[src/rtl/capture_readout.sv]
// Capture-bank reader: streams stored samples out in address order over valid/ready.
// Optional build macro CAPTURE_READOUT_CHECKSUM_EN adds o_checksum (sum of accepted words).
//
// state    | meaning
// ---------+----------------------------------------------------------
// S_IDLE   | waiting for i_start; range checked here
// S_ISSUE  | issuing one bank read per cycle while FIFO credit allows
// S_DRAIN  | all reads issued; waiting for in-flight reads and FIFO to empty
// S_FIN    | done pulse (plus err for a bad range), then back to idle
module capture_readout #(
  parameter int ADDR_W     = 16,
  parameter int DATA_W     = 16,
  parameter int NUM_BANKS  = 3,
  parameter int RD_LATENCY = 2,
  parameter int FIFO_DEPTH = 4
) (
  input  logic                 i_clock,
  input  logic                 i_rst,
  input  logic                 i_start,
  input  logic [1:0]           i_bank_first,
  input  logic [1:0]           i_bank_last,
  output logic                 o_busy,
  output logic                 o_done,
  output logic                 o_err,
  output logic [ADDR_W-1:0]    o_mem_address,
  output logic [NUM_BANKS-1:0] o_mem_rden,
  input  logic [DATA_W-1:0]    i_mem_q0,
  input  logic [DATA_W-1:0]    i_mem_q1,
  input  logic [DATA_W-1:0]    i_mem_q2,
  output logic [DATA_W-1:0]    o_out_data,
  output logic [1:0]           o_out_bank,
  output logic                 o_out_last,
  output logic                 o_out_valid,
`ifdef CAPTURE_READOUT_CHECKSUM_EN
  output logic [15:0]          o_checksum,
`endif
  input  logic                 i_out_ready
);

  localparam int CNT_W = $clog2(FIFO_DEPTH + 1);
  localparam int PTR_W = (FIFO_DEPTH > 1) ? $clog2(FIFO_DEPTH) : 1;
  localparam logic [ADDR_W-1:0] ADDR_MAX = {ADDR_W{1'b1}};
  localparam logic [CNT_W:0]    DEPTH_C  = (CNT_W + 1)'(FIFO_DEPTH);
  localparam logic [PTR_W-1:0]  LAST_PTR = PTR_W'(FIFO_DEPTH - 1);

  typedef enum logic [1:0] {S_IDLE, S_ISSUE, S_DRAIN, S_FIN} state_t;

  state_t              r_state;
  logic [1:0]          r_bank;
  logic [1:0]          r_bank_last;
  logic [ADDR_W-1:0]   r_addr;
  logic                r_busy;
  logic                r_done;
  logic                r_err;
  logic                r_err_pend;

  logic [RD_LATENCY-1:0]      r_dl_valid;
  logic [RD_LATENCY-1:0][1:0] r_dl_bank;
  logic [RD_LATENCY-1:0]      r_dl_last;
  logic [CNT_W-1:0]           r_outstanding;

  logic [DATA_W-1:0]   r_fifo_data [FIFO_DEPTH];
  logic [1:0]          r_fifo_bank [FIFO_DEPTH];
  logic                r_fifo_last [FIFO_DEPTH];
  logic [PTR_W-1:0]    r_wr_ptr;
  logic [PTR_W-1:0]    r_rd_ptr;
  logic [CNT_W-1:0]    r_fifo_count;

  logic                w_pop;
  logic [CNT_W:0]      w_used;
  logic                w_issue;
  logic                w_issue_last;
  logic                w_range_ok;
  logic                w_drained;
  logic                w_fifo_wr;
  logic [DATA_W-1:0]   w_rd_q;
  logic [NUM_BANKS-1:0] w_onehot;

  assign o_out_valid = (r_fifo_count != '0);
  assign w_pop       = o_out_valid & i_out_ready;

  // Credit counts the word leaving this cycle, so RD_LATENCY+1 entries sustain full rate.
  assign w_used       = {1'b0, r_outstanding} + {1'b0, r_fifo_count} - {{CNT_W{1'b0}}, w_pop};
  assign w_issue      = (r_state == S_ISSUE) && (w_used < DEPTH_C);
  assign w_issue_last = w_issue && (r_addr == ADDR_MAX) && (r_bank == r_bank_last);
  assign w_range_ok   = (i_bank_first <= i_bank_last) && (int'(i_bank_last) < NUM_BANKS);
  assign w_drained    = (w_used == '0);
  assign w_fifo_wr    = r_dl_valid[RD_LATENCY-1];
  assign w_onehot     = NUM_BANKS'(1) << r_bank;

  assign o_mem_rden    = w_issue ? w_onehot : '0;
  assign o_mem_address = r_addr;
  assign o_busy        = r_busy;
  assign o_done        = r_done;
  assign o_err         = r_err;

  assign o_out_data = o_out_valid ? r_fifo_data[r_rd_ptr] : '0;
  assign o_out_bank = o_out_valid ? r_fifo_bank[r_rd_ptr] : 2'd0;
  assign o_out_last = o_out_valid ? r_fifo_last[r_rd_ptr] : 1'b0;

  always_comb begin
    w_rd_q = i_mem_q2;
    case (r_dl_bank[RD_LATENCY-1])
      2'd0:    w_rd_q = i_mem_q0;
      2'd1:    w_rd_q = i_mem_q1;
      default: w_rd_q = i_mem_q2;
    endcase
  end

  always_ff @(posedge i_clock) begin
    if (i_rst) begin
      r_state     <= S_IDLE;
      r_bank      <= 2'd0;
      r_bank_last <= 2'd0;
      r_addr      <= '0;
      r_busy      <= 1'b0;
      r_done      <= 1'b0;
      r_err       <= 1'b0;
      r_err_pend  <= 1'b0;
    end else begin
      r_done <= 1'b0;
      r_err  <= 1'b0;
      case (r_state)
        S_IDLE: begin
          if (i_start) begin
            r_busy <= 1'b1;
            if (w_range_ok) begin
              r_bank      <= i_bank_first;
              r_bank_last <= i_bank_last;
              r_addr      <= '0;
              r_err_pend  <= 1'b0;
              r_state     <= S_ISSUE;
            end else begin
              r_err_pend <= 1'b1;
              r_state    <= S_FIN;
            end
          end
        end
        S_ISSUE: begin
          if (w_issue) begin
            if (r_addr == ADDR_MAX) begin
              r_addr <= '0;
              r_bank <= r_bank + 2'd1;
              if (r_bank == r_bank_last) r_state <= S_DRAIN;
            end else begin
              r_addr <= r_addr + 1'b1;
            end
          end
        end
        S_DRAIN: begin
          if (w_drained) begin
            r_done  <= 1'b1;
            r_state <= S_FIN;
          end
        end
        S_FIN: begin
          // A rejected range spends one extra cycle here before its done/err pulse.
          if (r_err_pend) begin
            r_err_pend <= 1'b0;
            r_done     <= 1'b1;
            r_err      <= 1'b1;
          end else begin
            r_busy  <= 1'b0;
            r_state <= S_IDLE;
          end
        end
        default: r_state <= S_IDLE;
      endcase
    end
  end

  always_ff @(posedge i_clock) begin
    if (i_rst) begin
      r_dl_valid    <= '0;
      r_dl_bank     <= '0;
      r_dl_last     <= '0;
      r_outstanding <= '0;
      r_wr_ptr      <= '0;
      r_rd_ptr      <= '0;
      r_fifo_count  <= '0;
    end else begin
      for (int i = RD_LATENCY - 1; i > 0; i--) begin
        r_dl_valid[i] <= r_dl_valid[i-1];
        r_dl_bank[i]  <= r_dl_bank[i-1];
        r_dl_last[i]  <= r_dl_last[i-1];
      end
      r_dl_valid[0] <= w_issue;
      r_dl_bank[0]  <= r_bank;
      r_dl_last[0]  <= w_issue_last;

      r_outstanding <= r_outstanding + CNT_W'(w_issue) - CNT_W'(w_fifo_wr);
      r_fifo_count  <= r_fifo_count + CNT_W'(w_fifo_wr) - CNT_W'(w_pop);

      if (w_fifo_wr) r_wr_ptr <= (r_wr_ptr == LAST_PTR) ? '0 : r_wr_ptr + 1'b1;
      if (w_pop)     r_rd_ptr <= (r_rd_ptr == LAST_PTR) ? '0 : r_rd_ptr + 1'b1;
    end
  end

  always_ff @(posedge i_clock) begin
    if (w_fifo_wr) begin
      r_fifo_data[r_wr_ptr] <= w_rd_q;
      r_fifo_bank[r_wr_ptr] <= r_dl_bank[RD_LATENCY-1];
      r_fifo_last[r_wr_ptr] <= r_dl_last[RD_LATENCY-1];
    end
  end

`ifdef CAPTURE_READOUT_CHECKSUM_EN
  logic [15:0] r_checksum;

  assign o_checksum = r_checksum;

  always_ff @(posedge i_clock) begin
    if (i_rst) begin
      r_checksum <= 16'd0;
    end else if ((r_state == S_IDLE) && i_start) begin
      r_checksum <= 16'd0;
    end else if (w_pop) begin
      r_checksum <= r_checksum + 16'(o_out_data);
    end
  end
`endif

endmodule

[config.mk]
export PLATFORM = sky130hd
export DESIGN_NAME = capture_readout
export DESIGN_NICKNAME = d
export VERILOG_FILES = /design/src/rtl/capture_readout.sv
export SDC_FILE = /design/constraint.sdc
export NUM_CORES = 1
export LEC_CHECK = 0
export CORE_UTILIZATION = 31
export CTS_CLUSTER_DIAMETER = 100
export CTS_CLUSTER_SIZE = 14
export DETAILED_ROUTE_END_ITERATION = 8
export SYNTH_ARGS = -nofsm -noshare
export SYNTH_HDL_FRONTEND = slang
export SYNTH_SLANG_ARGS = --single-unit
export TNS_END_PERCENT = 50
[constraint.sdc]
create_clock -name i_clock -period 4.7 [get_ports i_clock]
set_input_delay 1.175 -clock i_clock [delete_from_list [all_inputs] [get_ports i_clock]]
set_output_delay 1.175 -clock i_clock [all_outputs]
set_load 0.01 [all_outputs]
==> run metrics, run 1 <==
status=complete, no violations; met3 GRT Util=4.48%; Total GRT Usage=13.8%; hold path cells=1; r2r endpoint=r_outstanding[2]; Final nets=655; Max-Cap Viols=0; power after layout=4.02 mW; Required @ worst endpoint=3.52 ns; Max-slew headroom=21.6%; worst-path fanout max=4; Top FF cell, synth=edfxtp_1; number of flops mapped to enable cells by yosys=76; worst hold path type=reg2reg; drt via density=4.88; gr ovfl total=0; Critical Path Stages=9; vias in the first global route=4173; Least-Margin Pin Slew=1.17 ns; power density over cell area=522 mW/mm^2; Antenna diodes=0; final max-slew violation count=0; reg-to-reg setup timing slack=1.22 ns; Synth Area per Inst=12.5 sq um; DR pass1 iterations=4; GR Layer Usage met1=15.8%; largest net degree at the start of global routing=37; Final setup viols=0; first-pass GRT wire length=20900 um; IO Pins=98; Syn Nets=554; Synth cell types=53; Clock Skew=0.00474 ns; Fin Hold WS=0.437 ns; crit path cell chain=clkdlybuf4s50_1, nand3_1, o21ai_1, ha_1, fa_2, or3_4, nand2_2, and3_1, dlygate4sd2_1; ys async rst share=0%; clock slew at reported path FFs=0.05 ns; routed vias=4001; synthesized area=0.00590 sq mm; Fin. Hold Viols=0; Yosys top cell area share=38.7%; Final Cycle Share=97.1%; H-tree depth=4; Cell Rows=50; Peak supply drop=0.000275 V; Max stage delay on crit path=0.45 ns; Starting DRT DRC Count=221; die width=140 um; Reg2Reg Depth=15; CP top delay family=simple AND/OR/NAND/NOR gates; die area=0.0196 sq mm; worst path bufs/invs=2; number of synthesized register bits=122; Die Height=140 um; CTS max path bufs=2; Post-CTS Hold Buffers=0; CP startpoint=i_out_ready; drt wl/cell=15.9 um; Seq/Total Area, Yosys=54.3%; post-synth top area cell=edfxtp_1; Mapped Cells=472; f_max=219 MHz; grt met2 use=24.6%; fillcell total=1752; PortBufs=97; DRT antenna net count=0; CP arrival=3.39 ns; Detailed Place HPWL=8680 um; Worst Hold Launch=r_dl_valid[0]; layout cells sized above 1=14.3%; core footprint=0.0187 sq mm; GR peak layer=met2; Starting Density=31.6%; crit path launch type=primary input; synth top area cells=edfxtp_1, dfxtp_1, mux4_2; Clock Sinks=122; Yosys Warn Count=0; initial antenna violation count=0; crit path to=o_mem_rden[2]; worst skew pair latency=0.41 ns; nature of the critical path endpoint=output pin; root buffer cell=clkbuf_16; total CTS buffers=17; gpl congestion=0.705; Area Overhead vs Synth=30.5%; TritonCTS clock tree=done; drt total wl=13000 um; post-route minimum period=4.57 ns; LEAKAGE=2.63 nW; DRC=0; RSZ-0062 raised after global routing=no; kind of critical path=in2out; slowest stage cell, crit path=clkdlybuf4s50_1; Worst R2R Start=r_fifo_count[1]
==> repair_timing <==
| item | in CTS | in global routing |
|---|---|---|
| gates resized for setup | 7 | 0 |
| endpoints found under the setup margin | 3 | 0 |
| buffers inserted | 0 | 0 |
| endpoints found under the hold margin | 0 | 0 |
==> final cells by class <==
class | count | area (sq um) | area share, %
clock buffer | 18 | 429 | 5.57
clock inverter | 14 | 178 | 2.31
inverter | 34 | 128 | 1.66
multi-input combinational | 291 | 2430 | 31.5
sequential | 122 | 3200 | 41.6
tap | 234 | 293 | 3.80
timing repair buffer | 107 | 1040 | 13.5
==> synthesized netlist by cell type (all sizes together) (4+ instances only) <==
library cell,instances
ha,23
clkbuf,15
nand3,14
nor2b,9
a211oi,14
mux4,19
nand4,8
xnor2,6
nor2,26
mux2i,23
and3,4
a21oi,9
or2,4
and2,25
edfxtp,76
dfxtp,46
o21ai,21
inv,34
or3,7
nor3,5
nand2,33
o32ai,11
buf,10
==> registers in the layout (all words and copies together), names as in the netlist, named ones only <==
signal,cells
o_busy,1
o_done,1
o_err,1
o_mem_address,16
r_bank,2
r_bank_last,2
r_dl_bank,4
r_dl_last,2
r_dl_valid,2
r_err_pend,1
r_fifo_bank,8
r_fifo_count,3
r_fifo_data,64
r_fifo_last,4
r_outstanding,3
r_rd_ptr,2
r_state,2
r_wr_ptr,2
==> worst min path at each step <==
| stage | end | slack (ns) |
|---|---|---|
| after floorplan | r_dl_bank[2] | 0.41 |
| final | r_dl_valid[1] | 0.44 |
| after CTS | r_dl_valid[1] | 0.44 |
| after detailed placement | r_dl_valid[1] | 0.42 |
| after global routing | r_dl_last[1] | 0.47 |
| after global placement | r_dl_valid[1] | 0.43 |
==> power by group <==
group,switching [mW],internal [mW],leakage [nW]
registers,0.0590,1.22,1.07
logic,0.710,0.690,1.28
clock network,0.459,0.879,0.290
==> placed cells by master, fill, tap and decap left out, types with 2 or more instances in the layout <==
cell type	n
and2_1	25
clkinvlp_4	2
and3_1	3
a211oi_1	5
inv_1	34
o211ai_1	3
a211oi_2	9
o32ai_1	11
nand4_1	7
clkinv_1	4
fa_1	2
nand2b_1	2
nor2b_1	9
xnor2_1	6
o31ai_2	2
edfxtp_1	76
a41o_1	3
nand2_1	32
mux2i_1	23
mux4_2	19
dlygate4sd2_1	3
or3_1	6
clkinv_2	2
clkbuf_16	17
dfxtp_1	46
or2_2	4
nor2_1	26
buf_4	10
o21ai_0	20
clkdlybuf4s50_1	94
a21oi_1	8
nor3_1	4
nand3_1	13
and4_1	2
ha_1	23
bufinv_16	4
==> worst reg2reg max path: stages, from the launching register on <==
cell and delay [ns]:
dfxtp_1 0.33, or3_1 0.37, nand3_1 0.11, o21ai_1 0.11, ha_1 0.23, fa_2 0.36
or3_4 0.40, nand2_2 0.12, buf_4 0.12, nand2_1 0.08, ha_1 0.31, inv_1 0.04
ha_1 0.18, fa_1 0.37, xnor2_1 0.16, nor2_1 0.05
==> metal layers <==
metal | up-vias | share of wire [%]
met5 | - | 0
met4 | 0 | 0.50
met3 | 6 | 6.1
met2 | 134 | 49
met1 | 1919 | 44
li1 | 1942 | -
==> stage by stage <==
stage | instance area [sq um] | setup WS [ns] | utilization (%) | TNS, ns | std cells
finish | 7700 | 0.134 | 41.2 | 0 | 820
global route | 7700 | 0.0320 | 41.2 | 0 | 820
CTS | 7700 | 0.124 | 41.2 | 0 | 820
detailed placement | 7090 | -0.285 | 37.9 | -0.841 | 788
global placement | 7090 | -0.224 | 37.9 | -0.671 | 788
floorplan | 5900 | 0.720 | - | 0 | 472
==> cells by family (layout without fill, tap and decap cells) <==
family,Yosys count,count (layout),share of synthesized area [%]
multiplexers,44,44,11.5
adder cells (fa/ha/maj),26,26,5.89
flip-flops,122,122,54.3
buffers and inverters,59,173,4.75
AO/OA/AOI/OAI,73,73,9.67
XOR/XNOR,7,7,1.04
AND/OR/NAND/NOR,141,141,12.8
No activity file was read; power rests on OpenSTA's default activity.
==> run 2: changes to the inputs <==
Settings changed: CTS_CLUSTER_DIAMETER 100 to not set.
==> results of run 2 <==
Same layout as run 1: the final DEF is identical, and so are final timing and power.
==> run 3: changes to the inputs <==
Settings changed: ABC_AREA set to 1, TNS_END_PERCENT 50 to 30.
==> run metrics, run 3 <==
synthesized area=0.00602 sq mm (was 0.00590 sq mm); IO Pins=98 (unchanged); CP arrival=3.33 ns (was 3.39 ns); initial antenna violation count=0 (unchanged); Synth cell types=44 (was 53); DR pass1 iterations=4 (unchanged); clock slew at reported path FFs=0.05 ns (about the same); Post-Synth Simple-Gate Area=23.1% (was 12.8%); worst skew pair latency=0.42 ns (was 0.41 ns); first-pass GRT wire length=22100 um (was 20900 um); placed cell area=0.00730 sq mm (was 0.00709 sq mm); RSZ-0062 raised after global routing=no (unchanged); Starting DRT DRC Count=216 (was 221); kind of critical path=in2out (unchanged); LEAKAGE=3.03 nW (was 2.63 nW); number of synthesized register bits=122 (unchanged); nature of the critical path endpoint=output pin (unchanged); commonest non-fill, non-tap cell in the layout=nor2_1 (was clkdlybuf4s50_1); Area Overhead vs Synth=30.7% (was 30.5%); fin area=0.00787 sq mm (was 0.00770 sq mm); PortBufs=97 (unchanged); Clock Skew=0.00867 ns (was 0.00474 ns); vias in the first global route=4456 (was 4173); Starting Density=31.9% (was 31.6%); root buffer cell=clkbuf_16 (unchanged); f_max=222 MHz (was 219 MHz); CTS max path bufs=2 (unchanged); TritonCTS clock tree=done (unchanged); multiplexer area fraction after synthesis=0% (was 11.5%); xor/xnor share of the synthesized area=1.43% (was 1.04%); Final setup viols=0 (unchanged); gpl congestion=0.811 (was 0.705); dpl ws=-0.237 ns (was -0.285 ns); Reg2Reg Depth=17 (was 15); Clock Sinks=122 (unchanged); DRT antenna net count=0 (unchanged); Synth Area per Inst=9.06 sq um (was 12.5 sq um); ys async rst share=0% (unchanged); Required @ worst endpoint=3.52 ns (about the same); Detailed Place HPWL=9070 um (was 8680 um); drt via density=4.51 (was 4.88); routed vias=4708 (was 4001); Least-Margin Pin Slew=1.04 ns (was 1.17 ns); Cell Rows=50 (unchanged); synth top area cells=edfxtp_1, dfxtp_1, nor2_1 (was edfxtp_1, dfxtp_1, mux4_2); Yosys top cell area share=37.9% (was 38.7%); Final nets=854 (was 655); number of flops mapped to enable cells by yosys=76 (unchanged); Total GRT Usage=14.4% (was 13.8%); total CTS buffers=17 (unchanged); largest family of logic cells by synthesized area=simple AND/OR/NAND/NOR gates (unchanged); Synth Area in Adders=5.78% (was 5.89%); hold path cells=2 (was 1); Syn Nets=747 (was 554); drt wl/cell=13.2 um (was 15.9 um); drt total wl=13800 um (was 13000 um); Peak supply drop=0.000247 V (was 0.000275 V); Largest register FFs=64 (unchanged); Worst Hold Launch=r_dl_valid[0] (unchanged); Max-slew headroom=30.9% (was 21.6%); Yosys Warn Count=0 (unchanged); Mapped Cells=665 (was 472); Fin Hold WS=0.398 ns (was 0.437 ns); core footprint=0.0189 sq mm (was 0.0187 sq mm); Seq/Total Area, Yosys=53.2% (was 54.3%); H-tree depth=4 (unchanged); r2r endpoint=r_outstanding[2] (unchanged); Fin. Hold Viols=0 (unchanged); fillcell total=1864 (was 1752); Die Height=141 um (was 140 um); Worst R2R Start=r_fifo_count[1] (unchanged); final worst slack=0.191 ns (was 0.134 ns); FF/Latch Area=0.00320 sq mm (unchanged); Final Cycle Share=95.9% (was 97.1%); Max-Cap Viols=0 (unchanged); DRC=0 (unchanged); Antenna diodes=0 (unchanged); largest net degree at the start of global routing=39 (was 37); post-synth top area cell=edfxtp_1 (unchanged); crit path launch type=primary input (unchanged); power after layout=4.15 mW (was 4.02 mW); Reg with most FFs=r_fifo_data (unchanged); Top FF cell, synth=edfxtp_1 (unchanged); gr ovfl total=0 (unchanged); post-route minimum period=4.51 ns (was 4.57 ns); worst hold path type=reg2reg (unchanged); most numerous cell in the Yosys netlist=nor2_1 (was edfxtp_1); die width=141 um (was 140 um); status=complete, no violations (unchanged); Synth Area in Compound Gates=10.2% (was 9.67%); power density over cell area=528 mW/mm^2 (was 522 mW/mm^2); CP startpoint=i_out_ready (unchanged); reg-to-reg setup timing slack=1.25 ns (was 1.22 ns); highest-count cells in the layout ignoring fill and taps=nor2_1, nand2_1, clkdlybuf4s50_1 (was clkdlybuf4s50_1, edfxtp_1, dfxtp_1); worst-path fanout max=3 (was 4); commonest cells in the synthesized netlist=nor2_1, nand2_1, edfxtp_1 (was edfxtp_1, dfxtp_1, inv_1); area of the multi-input gates=0.00244 sq mm (was 0.00243 sq mm); crit path to=o_mem_rden[2] (unchanged); die area=0.0200 sq mm (was 0.0196 sq mm); layout cells sized above 1=11.2% (was 14.3%); final max-slew violation count=0 (unchanged)
## run 3: cell count changes in the layout (fill, tap and decap cells not counted), sizes merged, moves of 9 or more
cell	before	now
mux2i	23	0
a21oi	9	44
and2	25	2
nor2	26	135
nor2b	9	0
a211oi	14	0
o32ai	11	0
o21ai	21	52
inv	35	66
nand2	33	106
mux4	19	0
nand3	14	47
## run 3: worst max-delay path, stage by stage
cell	delay, ns
clkdlybuf4s50_1	0.42
nand2_1	0.10
nor2_1	0.05
inv_1	0.07
o21ai_1	0.09
ha_1	0.22
fa_2	0.36
xnor2_2	0.15
nand4_1	0.23
buf_4	0.23
nor2_1	0.09
dlymetal6s2s_1	0.16
## run 3: area by class of cell
| type | count | area share (%) |
|---|---|---|
| clock inverter | 14 | 1.54 |
| inverter | 65 | 3.16 |
| sequential | 122 | 40.7 |
| clock buffer | 18 | 5.45 |
| timing repair buffer | 114 | 14.0 |
| multi-input combinational | 452 | 31.1 |
| tap | 260 | 4.13 |
## run 3: worst min path at each step
| stage | to | slack (ns) |
|---|---|---|
| after floorplan | r_dl_bank[2] | 0.39 |
| after global placement | r_dl_valid[1] | 0.39 |
| after detailed placement | r_dl_valid[1] | 0.40 |
| after CTS | r_dl_valid[1] | 0.40 |
| after global routing | r_dl_last[1] | 0.41 |
| final | r_dl_valid[1] | 0.40 |
## run 3: layer usage
layer	up-vias	routed length (um)	GRT usage [%]
li1	2423	-	-
met1	2166	6530	17.8
met2	104	6480	24.5
met3	15	697	4.15
met4	0	119	3.74
met5	-	0	0
## run 3: cells by family (layout without fill, tap and decap cells)
family,after synthesis,in the layout
buffers and inverters,91,211
AND/OR/NAND/NOR,309,309
AO/OA/AOI/OAI,108,108
XOR/XNOR,9,9
adder cells (fa/ha/maj),26,26
flip-flops,122,122
## run 3: power breakdown
group | leakage [nW] | switching (mW) | total [mW] | internal, mW
Sequential | 1.06 | 0.0712 | 1.33 | 1.26
Clock | 0.258 | 0.481 | 1.21 | 0.725
Combinational | 1.71 | 0.918 | 1.62 | 0.701
## run 3: what timing repair did
| item | in CTS | in global routing |
|---|---|---|
| setup endpoints to repair | 3 | 3 |
| hold buffers | 0 | 0 |
| buffers inserted | 0 | 2 |
| pin swaps | 2 | 4 |
| gates resized for setup | 1 | 6 |
| cloned | 0 | 0 |
## run 3: through the flow
stage                     util, %  setup TNS (ns)  std cells
after global routing         41.7               0       1045
after detailed placement     38.7          -0.694       1011
final                        41.7               0       1045
after floorplan                 -               0        665
after CTS                    41.6          -0.502       1043
after global placement       38.7          -0.599       1011
